<file path="src/rtl/bsg_mod_add.sv">
// ============================================================================
//  Module      : bsg_mod_add
//  Description : Combinational modular adder; wraps ptr_i + add_i at els_p.
//  Revision    : 1.0
// ============================================================================
`default_nettype none

module bsg_mod_add #(
    parameter int els_p     = -1,
    parameter int max_add_p = -1,
    localparam int ptr_width_lp = (els_p > 1) ? $clog2(els_p) : 1,
    localparam int add_width_lp = (max_add_p >= 1) ? $clog2(max_add_p + 1) : 1
) (
    input  logic [ptr_width_lp-1:0] ptr_i,
    input  logic [add_width_lp-1:0] add_i,
    output logic [ptr_width_lp-1:0] ptr_o
);

    generate
        if (els_p <= 1) begin : g_single
            logic w_unused;
            assign w_unused = ^{ptr_i, add_i};
            assign ptr_o    = '0;
        end else begin : g_mod
            // One bit of headroom so ptr + add cannot overflow before the wrap test
            localparam int sum_width_lp =
                ((ptr_width_lp > add_width_lp) ? ptr_width_lp : add_width_lp) + 1;
            logic [sum_width_lp-1:0] w_sum;
            logic [sum_width_lp-1:0] w_els;
            assign w_sum = sum_width_lp'(ptr_i) + sum_width_lp'(add_i);
            assign w_els = sum_width_lp'(els_p);
            assign ptr_o = (w_sum >= w_els) ? ptr_width_lp'(w_sum - w_els)
                                            : ptr_width_lp'(w_sum);
        end
    endgenerate

endmodule

`default_nettype wire

</file>
<file path="src/rtl/bsg_circular_ptr_retx.sv">
// ============================================================================
//  Module      : bsg_circular_ptr_retx
//  Description : Write / speculative-read / committed-read pointers with rewind.
//  Revision    : 1.0
// ============================================================================
`default_nettype none

module bsg_circular_ptr_retx #(
    parameter int els_p     = -1,
    parameter int max_enq_p = -1,
    parameter int max_deq_p = -1,
    localparam int ptr_width_lp = (els_p > 1) ? $clog2(els_p) : 1,
    localparam int cnt_width_lp = (els_p >= 1) ? $clog2(els_p + 1) : 1,
    localparam int enq_width_lp = (max_enq_p >= 1) ? $clog2(max_enq_p + 1) : 1,
    localparam int deq_width_lp = (max_deq_p >= 1) ? $clog2(max_deq_p + 1) : 1
) (
    input  logic                    clk,
    input  logic                    reset_i,
    input  logic [enq_width_lp-1:0] enq_i,
    input  logic [deq_width_lp-1:0] deq_i,
    input  logic [deq_width_lp-1:0] commit_i,
    input  logic                    rewind_i,
    output logic [ptr_width_lp-1:0] wptr_o,
    output logic [ptr_width_lp-1:0] rptr_o,
    output logic [ptr_width_lp-1:0] cptr_o,
    output logic [cnt_width_lp-1:0] readable_o,
    output logic [cnt_width_lp-1:0] inflight_o,
    output logic [cnt_width_lp-1:0] free_o,
    output logic                    full_o,
    output logic                    empty_o,
    output logic                    err_o
);

    localparam int wide_a_lp = (cnt_width_lp > enq_width_lp) ? cnt_width_lp : enq_width_lp;
    localparam int wide_lp   = ((wide_a_lp > deq_width_lp) ? wide_a_lp : deq_width_lp) + 2;

    logic [ptr_width_lp-1:0] wptr_q, rptr_q, cptr_q;
    logic [ptr_width_lp-1:0] wptr_d, rptr_d, cptr_d;
    logic [cnt_width_lp-1:0] readable_q, inflight_q, free_q;
    logic [cnt_width_lp-1:0] readable_d, inflight_d, free_d;
    logic                    err_q, err_d;

    logic [wide_lp-1:0] w_enq, w_deq, w_cm, w_rd, w_inf, w_free;
    logic [wide_lp-1:0] w_enq_add, w_deq_add, w_cm_add;
    logic [enq_width_lp-1:0] w_enq_eff;
    logic [deq_width_lp-1:0] w_deq_eff, w_cm_eff;
    logic [ptr_width_lp-1:0] w_rptr_adv;
    logic w_enq_ok, w_deq_ok, w_cm_ok;

    assign w_enq  = wide_lp'(enq_i);
    assign w_deq  = wide_lp'(deq_i);
    assign w_cm   = wide_lp'(commit_i);
    assign w_rd   = wide_lp'(readable_q);
    assign w_inf  = wide_lp'(inflight_q);
    assign w_free = wide_lp'(free_q);

    // Legality uses registered counts only; a slot freed this cycle is not yet usable
    assign w_enq_ok = (w_enq <= w_free);
    assign w_deq_ok = rewind_i || (w_deq <= w_rd);
    assign w_cm_ok  = (w_cm <= w_inf);

    assign w_enq_eff = w_enq_ok ? enq_i : '0;
    assign w_deq_eff = (w_deq_ok && !rewind_i) ? deq_i : '0;
    assign w_cm_eff  = w_cm_ok ? commit_i : '0;
    assign w_enq_add = wide_lp'(w_enq_eff);
    assign w_deq_add = wide_lp'(w_deq_eff);
    assign w_cm_add  = wide_lp'(w_cm_eff);

    bsg_mod_add #(.els_p(els_p), .max_add_p(max_enq_p)) u_wptr_add (
        .ptr_i (wptr_q),
        .add_i (w_enq_eff),
        .ptr_o (wptr_d)
    );

    bsg_mod_add #(.els_p(els_p), .max_add_p(max_deq_p)) u_rptr_add (
        .ptr_i (rptr_q),
        .add_i (w_deq_eff),
        .ptr_o (w_rptr_adv)
    );

    bsg_mod_add #(.els_p(els_p), .max_add_p(max_deq_p)) u_cptr_add (
        .ptr_i (cptr_q),
        .add_i (w_cm_eff),
        .ptr_o (cptr_d)
    );

    // Rewind lands on the post-commit cptr, so everything after it becomes readable again
    assign rptr_d     = rewind_i ? cptr_d : w_rptr_adv;
    assign readable_d = rewind_i ? cnt_width_lp'(w_rd + w_inf - w_cm_add + w_enq_add)
                                 : cnt_width_lp'(w_rd + w_enq_add - w_deq_add);
    assign inflight_d = rewind_i ? '0 : cnt_width_lp'(w_inf + w_deq_add - w_cm_add);
    assign free_d     = cnt_width_lp'(w_free + w_cm_add - w_enq_add);
    assign err_d      = err_q || !w_enq_ok || !w_deq_ok || !w_cm_ok;

    always_ff @(posedge clk) begin
        if (reset_i) begin
            wptr_q     <= '0;
            rptr_q     <= '0;
            cptr_q     <= '0;
            readable_q <= '0;
            inflight_q <= '0;
            free_q     <= cnt_width_lp'(els_p);
            err_q      <= 1'b0;
        end else begin
            wptr_q     <= wptr_d;
            rptr_q     <= rptr_d;
            cptr_q     <= cptr_d;
            readable_q <= readable_d;
            inflight_q <= inflight_d;
            free_q     <= free_d;
            err_q      <= err_d;
        end
    end

    always @(posedge clk) begin
        if (!reset_i) begin
            assert (w_enq_ok) else $warning("illegal enq %0d > free %0d", enq_i, free_q);
            assert (w_deq_ok) else $warning("illegal deq %0d > readable %0d", deq_i, readable_q);
            assert (w_cm_ok)  else $warning("illegal commit %0d > inflight %0d", commit_i, inflight_q);
            assert (w_rd + w_inf + w_free == wide_lp'(els_p))
                else $error("count invariant broken: %0d+%0d+%0d", readable_q, inflight_q, free_q);
        end
    end

    assign wptr_o     = wptr_q;
    assign rptr_o     = rptr_q;
    assign cptr_o     = cptr_q;
    assign readable_o = readable_q;
    assign inflight_o = inflight_q;
    assign free_o     = free_q;
    assign full_o     = (free_q == '0);
    assign empty_o    = (readable_q == '0);
    assign err_o      = err_q;

endmodule

`default_nettype wire

</file>
<file path="config.mk">
export PLATFORM = sky130hd
export DESIGN_NAME = bsg_circular_ptr_retx
export DESIGN_NICKNAME = d
export VERILOG_FILES = /design/src/rtl/bsg_mod_add.sv /design/src/rtl/bsg_circular_ptr_retx.sv
export SDC_FILE = /design/constraint.sdc
export NUM_CORES = 1
export LEC_CHECK = 0
export ABC_AREA = 1
export ABC_CLOCK_PERIOD_IN_PS = 850
export BUFFER_PORTS_ARGS = -buffer_cell sky130_fd_sc_hd__buf_2
export CORE_AREA = 4 4 41 43
export CTS_CLUSTER_DIAMETER = 80
export DETAILED_ROUTE_END_ITERATION = 8
export DIE_AREA = 0 0 45 47
export GPL_ROUTABILITY_DRIVEN = 0
export PLACE_DENSITY = 0.52
export SKIP_CTS_REPAIR_TIMING = 1
export SLEW_MARGIN = 30
export SYNTH_ARGS = -nofsm -noshare
export SYNTH_HDL_FRONTEND = slang
export SYNTH_SLANG_ARGS = --single-unit
export TNS_END_PERCENT = 100
</file>
<file path="constraint.sdc">
create_clock -name clk -period 0.85 [get_ports clk]
set_input_delay 0.0425 -clock clk [delete_from_list [all_inputs] [get_ports clk]]
set_output_delay 0.0425 -clock clk [all_outputs]
set_load 0.02 [all_outputs]
</file>
==> metrics.md <==
| Metric | Value |
|---|---|
| Status | `finished with violations` |
| Violated checks | `setup timing` |
| Avg WL per Cell | `8.18 um` |
| Clk buf depth | `2` |
| DP Area | `335 um2` |
| Critical path type | `register to register` |
| Post-route cell area | `404 um2` |
| Initial Util | `19.8%` |
| Die extent in x | `45 um` |
| Critical Path RT | `1.01 ns` |
| Period utilization | `102%` |
| Antenna Cells | `0` |
| FFs w/ async S/R, synth | `0%` |
| CTS Sinks | `4` |
| Post-Synthesis Cells | `41` |
| HPWL Detailed | `503 um` |
| Seq/Total Area, Yosys | `31.1%` |
| Row count | `13` |
| CP Launch Type | `register` |
| Wirelength, routed | `597 um` |
| Tmin final | `0.866 ns` |
| Final setup vio count | `1` |
| TritonCTS clock tree | `built` |
| Synth top area share | `31.1%` |
| Post-Route Skew | `0.00423 ns` |
| Vias in the first global route | `220` |
| Largest net degree at the start of global routing | `7` |
| H-tree Lvls | `1` |
| Synth area leader | `dfxtp_1` |
| Synth Warn # | `0` |
| I/O pin count | `15` |
| Iter 0 DRT Violations | `5` |
| DRC viols | `0` |
| DR vias | `270` |
| Die ar. | `2120 um2` |
| Initial antenna violation count | `0` |
| Final ANT Viol Nets | `0` |
| Top-count cell post-synth | `nand2_1` |
| Leakage power | `0.204 nW` |
| Area occupied by multi-input gates | `141 um2` |
| Worst-path clk slew | `0.04 ns` |
| Num CTS Buffers | `3` |
| Worst min path class | `primary input to register` |
| Root buffer cell | `clkbuf_4` |
| Share of cells above drive strength 1 | `41.4%` |
| Clock latency at the later pin of the worst-skew pair | `0.23 ns` |
| RSZ-0062 raised after global routing | `true` |
| Synth cell count leaders | `nand2_1, inv_1, nand3_1, dfxtp_1, nor2_1` |
| Primary FF master, synth | `dfxtp_1` |
| FMAX | `1150 MHz` |
| DIE HEIGHT | `47 um` |
| EDFF count, synth | `0` |
| Register area | `91.3 um2` |
| Worst setup EP type | `register` |
| Max-Cap Viols | `0` |
| Power per cell area | `1560 nW/um2` |
| Port bufs | `11` |
| Count of final hold-check violations | `0` |
| Max IR drop VDD | `1010 uV` |
| Max-slew violations | `0` |
| Post-layout util | `31.1%` |
| Final worst slack | `-0.0158 ns` |
| Worst Path Arrival | `1.03 ns` |
| Top fanout value on the critical path | `4` |
| Yosys cell types | `13` |
| First-pass GRT wire length | `890 um` |
| Area grow syn2layout | `56.8%` |
| GRT overflow | `0` |
| DRT Pass-1 Iters | `2` |
| Filler cells | `157` |
| Synth top area cells | `dfxtp_1, nand2_1, nand3_1, buf_4, inv_1` |
| Fin nets | `65` |
| Core area | `1300 um2` |
| Yosys reg bits | `4` |
| Synthesized area | `258 um2` |
| Via density per instance | `3.70` |
| Syn avg cell area | `6.29 um2` |
| All-Layer GR Usage | `6.49%` |
-- sequential cells by signal, summed over array words and instances, names as in the netlist --
| register | flops |
|---|---|
| err_o | 1 |
| free_o | 1 |
| inflight_o | 1 |
| readable_o | 1 |
-- critical path, stage by stage (launching register included) --
cell and delay, ns:
dfxtp_4 0.34, nand2_1 0.09, nand2_1 0.07, a21oi_1 0.14
nor2_1 0.06, nor2_1 0.08
-- cell type report --
class / count / area share [%]
multi-input combinational: 29 / 35.0
timing repair buffer: 14 / 23.5
sequential: 4 / 22.6
inverter: 7 / 7.74
clock buffer: 4 / 6.50
tap: 15 / 4.64
-- stage by stage --
| stage | TNS (ns) | hold WS [ns] | cells | setup slack (ns) | power, mW |
|---|---|---|---|---|---|
| 2_1_floorplan | -0.0000646 | 0.112 | 43 | -0.0000646 | 0.316 |
| 3_3_place_gp | -0.00491 | 0.236 | 66 | -0.00491 | 0.353 |
| 3_5_place_dp | -0.0289 | 0.237 | 66 | -0.0289 | 0.354 |
| 4_1_cts | -0.0422 | -0.0119 | 70 | -0.0296 | 0.625 |
| 5_1_grt | -0.159 | 0.108 | 73 | -0.0824 | 0.693 |
| 6_report | -0.0158 | 0.0939 | 73 | -0.0158 | 0.630 |
-- cells by family (layout without fill, tap and decap cells) --
logic type,Yosys count,in the layout,share of synthesized area [%]
AO/OA/AOI/OAI,5,5,10.2
AND/OR/NAND/NOR,20,20,34.9
other,1,3,1.45
buffers and inverters,10,25,18.9
flip-flops,4,4,31.1
XOR/XNOR,1,1,3.40
-- path summary, 6_finish.rpt --
check | slack, ns | cells past startpoint | start | end
max | -0.02 | 5 | free_o | readable_o
min | 0.09 | 4 | rewind_i | inflight_o
max reg2reg | -0.02 | 5 | free_o | readable_o
min reg2reg | 0.51 | 2 | err_o | err_o
-- routing by layer --
metal / GRT usage [%] / wire length, um
met5: 0 / 0
met2: 9.60 / 286
met1: 6.85 / 267
met4: 0 / 0
met3: 6.90 / 43
-- power breakdown --
group          total (mW)  switching, mW  leakage (nW)  internal (mW)
combinational       0.159         0.0923         0.154         0.0666
clock               0.257         0.0809        0.0150          0.176
sequential          0.214         0.0152        0.0348          0.198
-- placed cells by master, fill, tap and decap left out, drive strengths merged --
master	Yosys	routed
a21oi	3	3
a31oi	1	1
buf	3	13
clkbuf	0	4
conb	1	3
dfxtp	4	4
dlygate4sd3	0	1
inv	7	7
nand2	9	9
nand3	6	6
nor2	5	5
o21ai	1	1
xor2	1	1
No activity file was read; power rests on OpenSTA's default activity.
